## src/rtl/mem_arb_pkg.sv

```systemverilog
// rtl/mem_arb_pkg.sv - shared types and constants for the memory arbiter
package mem_arb_pkg;

  localparam int DATA_W           = 32;
  localparam int DEF_AW           = 30;
  localparam int DEF_DEPTH_WORDS  = 1024;

  typedef enum logic {
    PORT_I = 1'b0,
    PORT_D = 1'b1
  } port_e;

  // One outstanding response travelling from grant cycle to done cycle
  typedef struct packed {
    logic  valid;
    port_e port;
    logic  err;
    logic  is_read;
  } pend_t;

endpackage

```

## src/rtl/mem_arb_pick.sv

```systemverilog
// rtl/mem_arb_pick.sv - combinational grant selection (fixed priority, or round robin with MEM_ARB_RR_EN)
import mem_arb_pkg::*;

module mem_arb_pick (
`ifdef MEM_ARB_RR_EN
  input  port_e last,
`endif
  input  logic  i_req,
  input  logic  d_req,
  output logic  i_gnt,
  output logic  d_gnt
);

  // Pick at most one requester; on contention either data wins or the least recent loser wins
  always_comb begin
    i_gnt = 1'b0;
    d_gnt = 1'b0;
    if (i_req && d_req) begin
`ifdef MEM_ARB_RR_EN
      if (last == PORT_D) begin
        i_gnt = 1'b1;
      end else begin
        d_gnt = 1'b1;
      end
`else
      d_gnt = 1'b1;
`endif
    end else if (d_req) begin
      d_gnt = 1'b1;
    end else if (i_req) begin
      i_gnt = 1'b1;
    end
  end

endmodule

```

## src/rtl/mem_arbiter.sv

```systemverilog
// rtl/mem_arbiter.sv - two-port (fetch/data) arbiter onto one single-port RAM; MEM_ARB_RR_EN selects round robin
import mem_arb_pkg::*;

module mem_arbiter #(
  parameter int DEPTH_WORDS = DEF_DEPTH_WORDS,
  parameter int AW          = DEF_AW
) (
  input  logic              clk,
  input  logic              rst_n,
  input  logic              i_req,
  input  logic [AW-1:0]     i_addr,
  output logic              i_gnt,
  output logic              i_done,
  output logic [DATA_W-1:0] i_rdata,
  output logic              i_err,
  input  logic              d_req,
  input  logic              d_we,
  input  logic [AW-1:0]     d_addr,
  input  logic [DATA_W-1:0] d_wdata,
  output logic              d_gnt,
  output logic              d_done,
  output logic [DATA_W-1:0] d_rdata,
  output logic              d_err,
  output logic              ram_wren,
  output logic [AW-1:0]     ram_address,
  output logic [DATA_W-1:0] ram_data,
  input  logic [DATA_W-1:0] ram_q
);

  pend_t         pend;
  pend_t         pend_next;
  logic [AW-1:0] gnt_addr;
  logic          gnt_any;
  logic          gnt_in_range;

  function automatic logic in_range(input logic [AW-1:0] a);
    return (64'(a) < 64'(DEPTH_WORDS));
  endfunction

`ifdef MEM_ARB_RR_EN
  port_e last;

  // Remember which port won most recently; fetch is treated as last so data wins first
  always_ff @(posedge clk or negedge rst_n) begin
    if (!rst_n) begin
      last <= PORT_I;
    end else if (gnt_any) begin
      last <= d_gnt ? PORT_D : PORT_I;
    end
  end
`endif

  // Requests are masked during reset so no grant can escape while rst_n is low
  mem_arb_pick u_pick (
`ifdef MEM_ARB_RR_EN
    .last  (last),
`endif
    .i_req (i_req & rst_n),
    .d_req (d_req & rst_n),
    .i_gnt (i_gnt),
    .d_gnt (d_gnt)
  );

  assign gnt_any      = i_gnt | d_gnt;
  assign gnt_addr     = d_gnt ? d_addr : i_addr;
  assign gnt_in_range = in_range(gnt_addr);

  // RAM side: the fetch address is the idle default, writes only for in-range data grants
  always_comb begin
    ram_address = gnt_addr;
    ram_data    = d_wdata;
    ram_wren    = d_gnt & d_we & gnt_in_range;
  end

  // Describe the response owed next cycle for whatever was granted this cycle
  always_comb begin
    pend_next         = '0;
    pend_next.valid   = gnt_any;
    pend_next.port    = d_gnt ? PORT_D : PORT_I;
    pend_next.err     = gnt_any & ~gnt_in_range;
    pend_next.is_read = gnt_any & ~(d_gnt & d_we);
  end

  // Pending-response register; reset discards any response in flight
  always_ff @(posedge clk or negedge rst_n) begin
    if (!rst_n) begin
      pend <= '0;
    end else begin
      pend <= pend_next;
    end
  end

  // Deliver the done pulse, error and read data to the owning port only
  always_comb begin
    i_done  = pend.valid & (pend.port == PORT_I);
    d_done  = pend.valid & (pend.port == PORT_D);
    i_err   = i_done & pend.err;
    d_err   = d_done & pend.err;
    i_rdata = (i_done & pend.is_read & ~pend.err) ? ram_q : '0;
    d_rdata = (d_done & pend.is_read & ~pend.err) ? ram_q : '0;
  end

endmodule

```

## config.mk

```make
export PLATFORM = sky130hd
export DESIGN_NAME = mem_arbiter
export DESIGN_NICKNAME = d
export VERILOG_FILES = /design/src/rtl/mem_arb_pkg.sv /design/src/rtl/mem_arb_pick.sv /design/src/rtl/mem_arbiter.sv
export SDC_FILE = /design/constraint.sdc
export NUM_CORES = 1
export LEC_CHECK = 0
export CAP_MARGIN = 25
export CORE_AREA = 2 2 101 103
export DETAILED_ROUTE_END_ITERATION = 7
export DIE_AREA = 0 0 103 105
export PLACE_DENSITY = 0.7
export SYNTH_ARGS = -nofsm -noshare
export SYNTH_HDL_FRONTEND = slang
export SYNTH_SLANG_ARGS = --single-unit
export TNS_END_PERCENT = 30
```

## constraint.sdc

```tcl
create_clock -name clk -period 3.55 [get_ports clk]
set_input_delay 0.5325 -clock clk [delete_from_list [all_inputs] [get_ports clk]]
set_output_delay 0.5325 -clock clk [all_outputs]
set_load 0.02 [all_outputs]
```

==> impl_metrics.py, run 1 <==
metrics = {
    "timing": {
        "fmax_mhz": 329,
        "max-slew-margin-rel_pct": 69.8,
        "final.period_utilization_pct": 85.5,
        "rsz0062_at_grt": "false",
        "fin_tns_setup_ps": 0,
        "min_period_ps": 3040,
        "timing.final.ws_setup_ps": 514,
        "tightest_slew_ps": 453,
        "drv_slew": 0,
        "setup_viol": 0,
        "finalHoldViolations": 0,
    },
    "floorplan": {
        "initial_core_util_pct": 14.3,
        "fp.dieW_um": 103,
        "core-area_um2": 9640,
        "die_area_um2": 10800,
        "ios": 262,
        "die_y_um": 105,
        "rows": 36,
    },
    "detailed_routing": {
        "via_per_inst": 3.92,
        "wire_per_inst_um": 13.0,
        "drt_iter0_markers": 12,
        "vias": 1814,
        "drc": 0,
        "wl_um": 6040,
        "drt-pass1-iter-count": 2,
        "drtAntennaViolNets": 0,
    },
    "worst_setup_path": {
        "arrival_ps": 2500,
        "critPathMaxFanout": 28,
        "endpoint_kind": "primary output",
        "required_ps": 3020,
        "crit_type": "in2out",
        "start_kind": "input pin",
    },
    "yosys": {
        "synth.avg_cell_area_um2": 8.11,
        "synth_edf_count": 0,
        "netlist_instances": 170,
        "synth_cell_types": 23,
        "ys_seq_area_share_pct": 7.26,
        "synth-seq-cells": 4,
        "synth_nets": 299,
        "ys_warn_count": 0,
        "ys_async_sr_fraction_pct": 100,
        "ys.flop_type": "dfrtp_1",
        "syn_area_um2": 1380,
    },
    "clock_network": {
        "clk_pin_slew_ps": 30,
        "cts-hold-fix-buffers": 0,
        "cts_tree": "yes",
        "post-cts-setup-buffers": 0,
        "cts-root-buf": "clkbuf_8",
        "ctsResizeCount": 0,
        "clockBufferDepth": 2,
        "ctsHtreeMaxLevel": 1,
        "cts_buffers": 3,
        "cts.sink_count": 4,
    },
    "power_and_ir_drop": {
        "leakagePower_uw": 0.00121,
        "p_per_area_nw_per_um2": 139,
        "power_uw": 452,
        "ir_worst_vdd_mv": 0.0807,
    },
    "placement": {
        "dp_hpwl_um": 5340,
        "port_buffers": 197,
        "place_congestion": 0.706,
        "place_ws_ps": 480,
    },
    "layout": {
        "final_common_cell": "clkdlybuf4s50_1",
        "largest_reg_flops": 4,
        "drive_gt1_share_pct": 19.7,
        "area_growth_pct": 136,
        "n_antenna_cell": 0,
        "top_regs": "pend x4",
        "final_cell_mix": "clkdlybuf4s50_1 (197), and2_1 (40), mux2_2 (30)",
        "regMostFlops": "pend",
        "nNetsFinal": 461,
    },
    "outcome": {
        "status": "finished clean",
    },
    "global_routing": {
        "grtUsageTotal_pct": 10.3,
        "grt_max_degree": 33,
        "antenna_found_initial": 0,
        "grt_overflow": 0,
        "grt_pass1_wl_um": 8830,
        "grt_pass1_vias": 1842,
    },
    "job": {
        "max_cap_viol_count": 0,
    },
    "worst_hold_path": {
        "min_path_type": "in2async",
    },
}
## logic make-up after synthesis
family | after synthesis | synth area share (%)
multiplexers | 30 | 24.5
buffers and inverters | 43 | 23.5
flip-flops | 4 | 7.26
AO/OA/AOI/OAI | 3 | 1.09
AND/OR/NAND/NOR | 90 | 43.6
## power breakdown
part	total (uW)	switching [uW]	internal (uW)	leakage, uW
combinational	308	116	192	0.00114
sequential	51.1	2.32	48.8	0.0000500
clock	92.5	20.5	72.0	0.0000216
## cells in the mapped netlist (2+ instances only)
library cell	number	area share [%]
clkbuf_2	3	1.1
mux2_2	30	25
buf_4	32	17
o21ai_0	2	0.73
and2_2	25	14
nand3_1	3	1.1
nor4_1	10	4.5
nor3_1	2	0.73
and2_1	40	18
buf_6	5	4.1
nand2_1	3	0.82
dfrtp_1	4	7.3
## worst max-delay path, cell delays in order
cell,delay (ps)
clkdlybuf4s50_1,540
nand2_1,150
buf_4,340
mux2_2,380
clkdlybuf4s50_1,550
## metal layers
metal | vias up | track usage (%) | share of wire (%)
met5 | - | 0 | 0
met4 | 0 | 2.26 | 0.48
met3 | 2 | 5.62 | 17
met2 | 164 | 17.9 | 45
met1 | 788 | 10.9 | 37
li1 | 860 | - | -
## through the flow
stage | hold WS, ps | instances | utilization [%] | instance area, um2
finish | 558 | 463 | 33.7 | 3250
global route | 567 | 463 | 33.7 | 3250
CTS | 558 | 463 | 33.7 | 3250
detailed placement | 782 | 460 | 33.3 | 3210
global placement | 775 | 460 | 33.3 | 3210
floorplan | 237 | 170 | - | 1380
## area by class of cell
cell class / count / area (um2)
Fill cell: 1039 / 6390
Clock buffer: 3 / 41.3
Sequential cell: 4 / 100
Inverter: 2 / 7.51
Tap cell: 133 / 166
Timing Repair Buffer: 198 / 1980
Multi-Input combinational cell: 123 / 955
## final timing paths
check                      slack, ps   from                 to  cells after the start
max in group asynchronous       2790  rst_n  pend[0]$_DFF_PN0_                      1
max                              510  rst_n    ram_address[24]                      5
min in group clk                 960   d_we  pend[0]$_DFF_PN0_                      2
min                              560  rst_n  pend[3]$_DFF_PN0_                      1
(Power assumes the default switching activity.)
==> run 2, diff against run 1 <==
--- a/config.mk
+++ b/config.mk
@@ -6,11 +6,12 @@
 export NUM_CORES = 1
 export LEC_CHECK = 0
 export CAP_MARGIN = 25
-export CORE_AREA = 2 2 101 103
+export CORE_AREA = 2 2 102 104
 export DETAILED_ROUTE_END_ITERATION = 7
-export DIE_AREA = 0 0 103 105
-export PLACE_DENSITY = 0.7
+export DIE_AREA = 0 0 104 106
+export PLACE_DENSITY = 0.69
 export SYNTH_ARGS = -nofsm -noshare
 export SYNTH_HDL_FRONTEND = slang
+export SYNTH_HIERARCHICAL = 1
 export SYNTH_SLANG_ARGS = --single-unit
 export TNS_END_PERCENT = 30
==> run 2 against run 1 <==
- highest routed layer unchanged
- critical endpoint is now ram_wren
- synthesized cell count rose by 2.9%
- worst setup slack got worse by 340 ps
- non-clock buffer count rose by 3
- combinational power rose by 6.5%
- sequential power barely moved
==> impl_metrics.py, run 2 <==
metrics = {
    "timing": {
        "tightest_slew_ps": 840,
        "final.period_utilization_pct": 95.1,
        "rsz0062_at_grt": "false",
        "setup_viol": 0,
        "fmax_mhz": 296,
        "min_period_ps": 3380,
        "finalHoldViolations": 0,
        "fin_hold_ws_ps": 609,
        "drv_slew": 0,
        "max-slew-margin-rel_pct": 44.0,
        "fin_tns_setup_ps": 0,
    },
    "yosys": {
        "netlist_instances": 175,
        "synth-seq-cells": 4,
        "ys_async_sr_fraction_pct": 100,
        "ys_seq_area_share_pct": 7.46,
        "synth_nets": 304,
        "synth_edf_count": 0,
        "synth.area.top_cells": "and2_1 (32%), mux2_2 (25%), buf_4 (18%), dfrtp_1 (7.5%), clkbuf_1 (2.0%)",
        "ys.flop_type": "dfrtp_1",
        "synth.avg_cell_area_um2": 7.67,
        "synth_top_area_share_pct": 31.7,
        "syn_area_um2": 1340,
        "ys_warn_count": 6,
        "synthTopCellsByCount": "and2_1 (68), buf_4 (32), mux2_2 (30)",
        "synth_cell_types": 23,
        "synth_top_cell_by_area": "and2_1",
        "yosysMostFrequentCell": "and2_1",
    },
    "detailed_routing": {
        "drc": 0,
        "drt_iter0_markers": 24,
        "vias": 1858,
        "via_per_inst": 3.94,
        "drt-pass1-iter-count": 3,
        "wire_per_inst_um": 13.4,
        "wl_um": 6340,
        "drtAntennaViolNets": 0,
    },
    "worst_setup_path": {
        "arrival_ps": 2840,
        "endpoint_kind": "primary output",
        "critPathMaxFanout": 7,
        "start_kind": "input pin",
        "required_ps": 3020,
        "crit_type": "in2out",
        "crit_path_end": "ram_wren",
        "crit_start": "rst_n",
    },
    "power_and_ir_drop": {
        "p_sw_share_pct": 32.1,
        "ir_worst_vdd_mv": 0.0801,
        "p_int_uw": 322,
        "leakagePower_uw": 0.00120,
        "comb_power_share_pct": 69.3,
        "p_per_area_nw_per_um2": 145,
        "p_seq_share_pct": 10.8,
        "power_frac_clock_pct": 19.9,
        "p_switching_uw": 152,
    },
    "layout": {
        "area_growth_pct": 144,
        "drive_gt1_share_pct": 12.2,
        "top_regs": "pend x4",
        "regMostFlops": "pend",
        "largest_reg_flops": 4,
        "final_common_cell": "clkdlybuf4s50_1",
        "nNetsFinal": 467,
        "n_antenna_cell": 0,
        "final_cell_mix": "clkdlybuf4s50_1 (197), and2_1 (67), mux2_2 (30)",
    },
    "clock_network": {
        "clk_pin_slew_ps": 30,
        "cts.sink_count": 4,
        "post-cts-setup-buffers": 0,
        "ctsHtreeMaxLevel": 1,
        "cts-root-buf": "clkbuf_8",
        "cts_tree": "yes",
        "clockBufferDepth": 2,
        "cts_buffers": 3,
    },
    "global_routing": {
        "grt_pass1_wl_um": 9410,
        "grt_overflow": 0,
        "antenna_found_initial": 0,
        "grt_pass1_vias": 1913,
        "grt_max_degree": 33,
        "grtUsageTotal_pct": 10.5,
    },
    "outcome": {
        "status": "finished clean",
    },
    "placement": {
        "place_congestion": 0.821,
        "port_buffers": 197,
        "dp_hpwl_um": 5560,
    },
    "job": {
        "max_cap_viol_count": 0,
    },
    "floorplan": {
        "initial_core_util_pct": 13.4,
        "die_area_um2": 11000,
        "core-area_um2": 10000,
        "rows": 37,
        "fp.dieW_um": 104,
        "ios": 262,
        "die_y_um": 106,
    },
    "worst_hold_path": {
        "min_path_type": "in2async",
    },
}
[run 2: cell families (layout without fill, tap and decap cells)]
logic type | Yosys count | after routing | synth area share [%]
AND/OR/NAND/NOR | 94 | 94 | 43.2
buffers and inverters | 44 | 205 | 22.1
multiplexers | 30 | 30 | 25.2
flip-flops | 4 | 4 | 7.46
AO/OA/AOI/OAI | 3 | 3 | 2.05
[run 2: metal layers]
layer	GRT usage, %	vias up	routed length (um)
li1	-	872	-
met1	10.3	824	2270
met2	20.1	160	3180
met3	4.78	2	832
met4	2.70	0	48
met5	0	-	0
[run 2: worst min path at each step]
stage	from	endpoint	cells after the start
final	rst_n	pend[1]$_DFF_PN0_	2
after global routing	rst_n	pend[1]$_DFF_PN0_	2
after CTS	rst_n	pend[1]$_DFF_PN0_	2
after detailed placement	rst_n	pend[3]$_DFF_PN0_	2
after global placement	rst_n	pend[2]$_DFF_PN0_	2
after floorplan	rst_n	pend[0]$_DFF_PN0_	0
[run 2: area by class of cell]
cell class	instances	area, um2
inverter	1	3.75
fill	1061	6730
sequential	4	100
multi-input combinational	127	953
clock buffer	3	41.3
timing repair buffer	201	2000
tap	136	170
[run 2: worst max-delay path, stage by stage]
cell	delay (ps)
clkdlybuf4s50_1	470
and2_2	250
nand2b_1	80
or4_1	420
a221oi_2	280
and3_1	200
clkdlybuf4s50_1	610
[run 2: power groups by stage]
stage / sequential [uW] / combinational, uW / clock (uW)
finish: 51.0 / 328 / 94.1
global route: 51.6 / 347 / 99.4
CTS: 51.1 / 331 / 98.0
detailed placement: 51.6 / 329 / 0
global placement: 51.5 / 327 / 0
floorplan: 51.1 / 172 / 0
[run 2: repair_timing]
action,4_1_cts,5_1_grt
hold buffers,0,0
gates resized for setup,0,1
setup endpoints to repair,0,1
[run 2: stage by stage]
stage | utilization [%] | area (um2) | cells | total power [uW] | setup WS [ps]
after floorplan | - | 1340 | 175 | 223 | 1030
after global placement | 32.2 | 3220 | 469 | 378 | 180
after detailed placement | 32.2 | 3220 | 469 | 380 | 146
after CTS | 32.6 | 3260 | 472 | 480 | 136
after global routing | 32.7 | 3270 | 472 | 498 | 31.2
final | 32.7 | 3270 | 472 | 473 | 175
